==> config.mk <==
export PLATFORM = sky130hd
export DESIGN_NAME = servant_pc_trace_flat
export DESIGN_NICKNAME = d
export VERILOG_FILES = /design/src/rtl/servant_trace_pkg.sv /design/src/rtl/servant_pc_trace_if.sv /design/src/rtl/servant_trace_fifo.sv /design/src/rtl/servant_pc_trace.sv /design/src/flat_wrapper.sv
export SDC_FILE = /design/constraint.sdc
export NUM_CORES = 1
export LEC_CHECK = 0
export BUFFER_PORTS_ARGS = -buffer_cell sky130_fd_sc_hd__buf_2
export CAP_MARGIN = 40
export CORE_MARGIN = 1
export CORE_UTILIZATION = 65
export CTS_CLUSTER_DIAMETER = 120
export CTS_CLUSTER_SIZE = 30
export DETAILED_ROUTE_END_ITERATION = 8
export PLACE_DENSITY = 0.91
export SKIP_LAST_GASP = 1
export SYNTH_ARGS = -nofsm -noshare
export SYNTH_HDL_FRONTEND = slang
export SYNTH_SLANG_ARGS = --single-unit
==> constraint.sdc <==
create_clock -name wb_clk -period 7.7 [get_ports wb_clk]
set_input_delay 0.77 -clock wb_clk [delete_from_list [all_inputs] [get_ports wb_clk]]
set_output_delay 0.77 -clock wb_clk [all_outputs]
set_load 0.05 [all_outputs]
==> src/rtl/servant_trace_pkg.sv <==
// Shared constants for the servant PC trace block: record tags, field offsets, record width.
package servant_trace_pkg;

  localparam logic [1:0] TAG_PC  = 2'b00;
  localparam logic [1:0] TAG_IRQ = 2'b01;
  localparam logic [1:0] TAG_OVF = 2'b10;

  // Record layout, LSB first: payload[31:0], delta[DELTA_W-1:0], tag[1:0]
  localparam int PAYLOAD_LSB = 0;
  localparam int DELTA_LSB   = 32;

  function automatic int rec_w(input int delta_w);
    return 2 + delta_w + 32;
  endfunction

  function automatic int tag_lsb(input int delta_w);
    return DELTA_LSB + delta_w;
  endfunction

endpackage

==> src/rtl/servant_pc_trace_if.sv <==
// Trace tap (pc/irq from the core) and the record drain stream of servant_pc_trace.
interface servant_pc_trace_if #(parameter int DELTA_W = 14);
  import servant_trace_pkg::*;

  logic [31:0]               pc_adr;
  logic                      pc_vld;
  logic                      timer_irq;
  logic [rec_w(DELTA_W)-1:0] tr_data;
  logic                      tr_vld;
  logic                      tr_rdy;

  modport master (output pc_adr, pc_vld, timer_irq, tr_rdy, input tr_data, tr_vld);
  modport slave  (input pc_adr, pc_vld, timer_irq, tr_rdy, output tr_data, tr_vld);
endinterface

==> src/rtl/servant_trace_fifo.sv <==
// Synchronous FIFO for trace records; extra pointer MSB tells full from empty.
module servant_trace_fifo #(
  parameter int DEPTH = 16,
  parameter int W     = 48
) (
  input  logic                     clk,
  input  logic                     rst_n,
  input  logic                     push,
  input  logic [W-1:0]             din,
  output logic                     full,
  input  logic                     pop,
  output logic [W-1:0]             dout,
  output logic                     empty,
  output logic [$clog2(DEPTH):0]   level
);
  localparam int AW = $clog2(DEPTH);

  logic [W-1:0] mem [DEPTH];
  logic [AW:0]  wptr, rptr;

  assign empty = (wptr == rptr);
  assign full  = (wptr[AW] != rptr[AW]) && (wptr[AW-1:0] == rptr[AW-1:0]);
  assign level = wptr - rptr;
  // Head reads as zero when empty so the stream output is clean after reset.
  assign dout  = empty ? '0 : mem[rptr[AW-1:0]];

  always_ff @(posedge clk)
    if (push && !full) mem[wptr[AW-1:0]] <= din;

  always_ff @(posedge clk or negedge rst_n)
    if (!rst_n) begin
      wptr <= '0;
      rptr <= '0;
    end else begin
      if (push && !full) wptr <= wptr + 1'b1;
      if (pop && !empty) rptr <= rptr + 1'b1;
    end

endmodule

==> src/rtl/servant_pc_trace.sv <==
// Timestamped fetch trace with overflow accounting and halt detection.
// Optional IRQ markers are built when SERVANT_TRACE_IRQ_EN is defined.
module servant_pc_trace
  import servant_trace_pkg::*;
#(
  parameter int DEPTH       = 16,
  parameter int DELTA_W     = 14,
  parameter int HALT_REPEAT = 8
) (
  input  logic                   wb_clk,
  input  logic                   wb_rst_n,
  input  logic                   en,
  servant_pc_trace_if.slave      tap,
  output logic [$clog2(DEPTH):0] level,
  output logic                   halted
);
  localparam int REC_W   = rec_w(DELTA_W);
  localparam int TAG_LSB = tag_lsb(DELTA_W);
  localparam int RW      = $clog2(HALT_REPEAT) + 1;
  localparam logic [DELTA_W-1:0] DMAX = '1;
  localparam logic [RW-1:0]      RMAX = RW'(HALT_REPEAT - 1);

  logic               full, empty, push, ovf, pc_ev, any_ev;
  logic [REC_W-1:0]   din, dout;
  logic [DELTA_W-1:0] dcnt, delta;
  logic [31:0]        drop_cnt, drop_nxt, payload;
  logic [32:0]        drop_sum;
  logic [1:0]         tag, ndrop;

  assign pc_ev = en & tap.pc_vld;
  assign delta = (dcnt == DMAX) ? DMAX : dcnt + 1'b1;

`ifdef SERVANT_TRACE_IRQ_EN
  logic        irq_q, irq_ev, hold_vld, hold_set, hold_clr;
  logic [31:0] hold_adr;

  assign irq_ev = en & tap.timer_irq & ~irq_q;
  assign any_ev = pc_ev | irq_ev;

  always_ff @(posedge wb_clk or negedge wb_rst_n)
    if (!wb_rst_n) begin
      irq_q    <= 1'b0;
      hold_vld <= 1'b0;
      hold_adr <= '0;
    end else begin
      irq_q <= tap.timer_irq;
      if (hold_set) begin
        hold_vld <= 1'b1;
        hold_adr <= tap.pc_adr;
      end else if (hold_clr) begin
        hold_vld <= 1'b0;
      end
    end
`else
  logic unused_irq;
  assign unused_irq = tap.timer_irq;
  assign any_ev     = pc_ev;
`endif

  // Arbiter: pending overflow record first; events arriving alongside it are lost.
  always_comb begin
    push    = 1'b0;
    ovf     = 1'b0;
    tag     = TAG_PC;
    payload = tap.pc_adr;
    ndrop   = 2'd0;
`ifdef SERVANT_TRACE_IRQ_EN
    hold_set = 1'b0;
    hold_clr = 1'b0;
`endif
    if (drop_cnt != '0 && !full) begin
      push    = 1'b1;
      ovf     = 1'b1;
      tag     = TAG_OVF;
      payload = drop_cnt;
`ifdef SERVANT_TRACE_IRQ_EN
    end else if (hold_vld) begin
      ndrop = {1'b0, pc_ev} + {1'b0, irq_ev};
      if (!full) begin
        push     = 1'b1;
        payload  = hold_adr;
        hold_clr = 1'b1;
      end
    end else if (irq_ev) begin
      if (full) begin
        ndrop = {1'b0, pc_ev} + 2'd1;
      end else begin
        push     = 1'b1;
        tag      = TAG_IRQ;
        payload  = '0;
        hold_set = pc_ev;
      end
`endif
    end else if (pc_ev) begin
      if (full) ndrop = 2'd1;
      else      push  = 1'b1;
    end
  end

  assign drop_sum = {1'b0, drop_cnt} + 33'(ndrop);
  assign drop_nxt = ovf ? 32'(any_ev) : (drop_sum[32] ? '1 : drop_sum[31:0]);

  always_comb begin
    din = '0;
    din[PAYLOAD_LSB +: 32]   = payload;
    din[DELTA_LSB +: DELTA_W] = delta;
    din[TAG_LSB +: 2]        = tag;
  end

  always_ff @(posedge wb_clk or negedge wb_rst_n)
    if (!wb_rst_n) begin
      dcnt     <= '0;
      drop_cnt <= '0;
    end else begin
      dcnt     <= push ? '0 : delta;
      drop_cnt <= drop_nxt;
    end

  // Halt detection looks at every fetch, independent of capture enable.
  logic [31:0]   last_adr;
  logic          last_vld;
  logic [RW-1:0] rpt;

  always_ff @(posedge wb_clk or negedge wb_rst_n)
    if (!wb_rst_n) begin
      last_adr <= '0;
      last_vld <= 1'b0;
      rpt      <= '0;
      halted   <= 1'b0;
    end else if (tap.pc_vld) begin
      if (last_vld && tap.pc_adr == last_adr) begin
        if (rpt != RMAX)         rpt    <= rpt + 1'b1;
        if (rpt >= RMAX - 1'b1)  halted <= 1'b1;
      end else begin
        last_adr <= tap.pc_adr;
        last_vld <= 1'b1;
        rpt      <= '0;
        halted   <= 1'b0;
      end
    end

  servant_trace_fifo #(.DEPTH(DEPTH), .W(REC_W)) u_fifo (
    .clk   (wb_clk),
    .rst_n (wb_rst_n),
    .push  (push),
    .din   (din),
    .full  (full),
    .pop   (tap.tr_rdy),
    .dout  (dout),
    .empty (empty),
    .level (level)
  );

  assign tap.tr_data = dout;
  assign tap.tr_vld  = ~empty;

endmodule
==> src/flat_wrapper.sv <==
// flat-port wrapper written by rule: the top's interface ports become plain ports
module servant_pc_trace_flat import servant_trace_pkg::*;
#(
  parameter int DEPTH       = 16,
  parameter int DELTA_W     = 14,
  parameter int HALT_REPEAT = 8
)
  (wb_clk, wb_rst_n, en, level, halted, tap_pc_adr, tap_pc_vld, tap_timer_irq, tap_tr_rdy, tap_tr_data, tap_tr_vld);
  servant_pc_trace_if #(.DELTA_W(DELTA_W)) tap_i ();
  input  logic wb_clk;
  input  logic wb_rst_n;
  input  logic en;
  output logic [$clog2(DEPTH):0] level;
  output logic halted;
  input wire logic [$bits(tap_i.pc_adr)-1:0] tap_pc_adr;
  input wire logic [$bits(tap_i.pc_vld)-1:0] tap_pc_vld;
  input wire logic [$bits(tap_i.timer_irq)-1:0] tap_timer_irq;
  input wire logic [$bits(tap_i.tr_rdy)-1:0] tap_tr_rdy;
  output wire logic [$bits(tap_i.tr_data)-1:0] tap_tr_data;
  output wire logic [$bits(tap_i.tr_vld)-1:0] tap_tr_vld;
  assign tap_i.pc_adr = tap_pc_adr;
  assign tap_i.pc_vld = tap_pc_vld;
  assign tap_i.timer_irq = tap_timer_irq;
  assign tap_i.tr_rdy = tap_tr_rdy;
  assign tap_tr_data = tap_i.tr_data;
  assign tap_tr_vld = tap_i.tr_vld;
  servant_pc_trace #(.DEPTH(DEPTH), .DELTA_W(DELTA_W), .HALT_REPEAT(HALT_REPEAT)) u_core (.wb_clk(wb_clk), .wb_rst_n(wb_rst_n), .en(en), .tap(tap_i), .level(level), .halted(halted));
endmodule
==> out/results.ini <==
[yosys]
ys_types=50
yosys_register_bits=846
synthTopCellsByArea=edfxtp_1 (66%), mux4_2 (16%), dfrtp_1 (6.9%)
synth_common_cells=edfxtp_1 (752), mux4_2 (235), dfrtp_1 (94), mux2_1 (57), nor2b_1 (52)
yosysMostFrequentCell=edfxtp_1
yosysWarnings=0
yosysTopAreaCell=edfxtp_1
yosys.area.top_type_share_pct=66.5
avgSynthCellArea_sq_um=21.0
synth_edf_count=752
synthFlopType=edfxtp_1
netlist_area_sq_um=34000
async_flop_share_pct=11.1
syn_inst=1619
synthesis.nets=1672
yosysSeqAreaShare_pct=73.4

[worst_setup_path]
crit_fanout=26
end_kind=output pin
cp-start-kind=register
critical_path_class=register to output pin
worstPathRequired_ns=6.93
worstPathArrival_ns=4.46
worstSetupStartpoint=u_core.u_fifo.rptr[2]
timing.rr.start=u_core.u_fifo.rptr[2]

[global_route]
first_global_vias=17600
grt-ovfl-total=0
grt_max_degree=154
track_usage_pct=30.8
grt_antenna_before_repair=4
grt_pass1_wl_microns=116000

[sta]
rsz0062_at_grt=no
tightest_slew_ns=1.07
hold_viol=0
period_share_pct=68.0
max_freq_mhz=191
final.setup_skew_ns=0.0310
fin_crit_ns=5.23
slew_headroom_pct=29.0
setup_tns_ns=0
setup_viol=0
slew_violations=0

[detailed_routing]
drc=0
wl_microns=79500
viasPerCell=7.19
first_pass_iters=6
ant_nets=0
drtIter0Drc=2167
wl_per_cell_microns=33.0
vias=17300

[clock_tree]
cts.sinks=846
cts_resized=0
clk_pin_slew_ns=0.12
clkLatencyLatePin_ns=0.62
cts_tree=yes
ctsLongestPathBuffers=3
clockRootBuffer=clkbuf_16
h-tree-depth=2
postCtsSetupBuffers=0
hold_buffers=0
numCtsBuffers=34

[cells_and_area]
drive_gt1_share_pct=25.8
area_growth_pct=7.07
nNetsFinal=1757
stdcell_count=2405

[floorplan]
rows=83
dieArea_sq_um=53200
start_util_pct=65.9
dieHeight_microns=231
ios=93
core-area_sq_um=51500
die_w_microns=231

[run_status]
outcome=completed

[power_and_ir_drop]
vdd_ir_drop_max_v=0.000485
p_clk_share_pct=15.5
power_frac_seq_pct=44.3
powerDensity_nw_per_um2=388
p_int_uw=8820
switching_share_pct=37.4
leakage_uw=0.0121
p_comb_share_pct=40.2
p_switching_uw=5270

[placed_design]
dpl.hpwl_microns=45100
dp_cells=2348
place.port_buffers=90
gp_congestion=0.868

[flow_run]
cap_violations=0

[min_path]
hold_class=input pin to async pin

[routing by layer]
layer | GRT usage [%] | up-vias | wire length, microns
met4 | 12.1 | 2 | 3200
li1 | - | 6745 | -
met2 | 51.7 | 1341 | 40800
met5 | 0 | - | 13
met3 | 5.45 | 245 | 8040
met1 | 40.8 | 8969 | 27400
[cell usage in the layout, fill, tap and decap left out, drive strengths merged, types with 2 or more instances in the layout]
cell,count
and4,8
a21o,3
edfxtp,752
and3,12
clkinv,3
nor3,12
xnor2,51
nand4,26
nor2b,52
nand2,31
a31o,2
nor4,12
nand3,17
and2,22
clkbuf,52
a41oi,2
buf,130
a31oi,5
mux4,235
and3b,2
a21oi,47
o21ai,3
xor2,23
ha,14
dfrtp,94
mux2,65
nor2,18
or2,2
nand2b,2
inv,16
[cell type report]
| cell class | count | area (sq um) |
|---|---|---|
| clock inverter | 4 | 63.8 |
| antenna | 1 | 2.50 |
| fill | 2881 | 15100 |
| clock buffer | 52 | 918 |
| timing repair buffer | 130 | 937 |
| sequential | 846 | 24900 |
| inverter | 15 | 57.6 |
| multi-input combinational | 677 | 8600 |
| tap | 680 | 851 |
[power groups by stage]
stage	clock network [uW]	logic, uW	registers [uW]
5_1_grt	2320	5910	6280
3_5_place_dp	0	5600	6330
6_report	2180	5660	6250
4_1_cts	2190	5670	6240
3_3_place_gp	0	5400	6250
2_1_floorplan	0	4210	6140
[worst paths after layout]
| check | to | slack [ns] | depth (start not counted) |
|---|---|---|---|
| max | tap_tr_data[22] | 2.47 | 7 |
| min | u_core.dcnt[13] | 0.05 | 1 |
| max reg2reg | u_core.drop_cnt[1] | 2.65 | 11 |
| min reg2reg | u_core.last_vld | 0.50 | 1 |
| max in group asynchronous | u_core.rpt[0] | 6.75 | 3 |
| min in group wb_clk | u_core.last_adr[21] | 0.42 | 2 |
[cell families (layout without fill, tap and decap cells)]
| family | after synthesis | after routing | share of synthesized area (%) |
|---|---|---|---|
| simple gates | 218 | 218 | 3.73 |
| fa+ha+maj | 15 | 15 | 0.575 |
| compound gates | 68 | 68 | 1.19 |
| other cells | 1 | 2 | 0.0110 |
| mux | 301 | 301 | 17.8 |
| flops | 846 | 846 | 73.4 |
| xor+xnor | 74 | 74 | 1.91 |
| buf+inv | 96 | 201 | 1.42 |
[flip-flops by register name (all words and copies together) (netlist names)]
signal / cells
u_core.u_fifo.mem: 752
u_core.drop_cnt: 32
u_core.last_adr: 32
u_core.dcnt: 14
u_core.u_fifo.rptr: 5
u_core.u_fifo.wptr: 5
u_core.rpt: 4
u_core.halted: 1
u_core.last_vld: 1
[through the flow]
step / util, % / cell area, sq um / power [uW] / hold slack, ns / setup WS (ns)
floorplan: - / 34000 / 10400 / 0.433 / 3.78
global placement: 68.2 / 35100 / 11600 / 0.446 / 2.61
detailed placement: 68.7 / 35400 / 11900 / 0.459 / 2.84
CTS: 70.6 / 36400 / 14100 / 0.0399 / 2.50
global route: 70.6 / 36400 / 14500 / 0.0437 / 2.27
finish: 70.6 / 36400 / 14100 / 0.0515 / 2.47
[worst max-delay path, cell delays in order, from the launching register on]
cell,delay [ns]
dfrtp_1,0.45
clkinv_2,0.67
ha_1,0.69
nand4_1,0.35
nor2_4,0.82
buf_4,0.48
nor2b_1,0.11
buf_2,0.23
(Power assumes the default switching activity.)
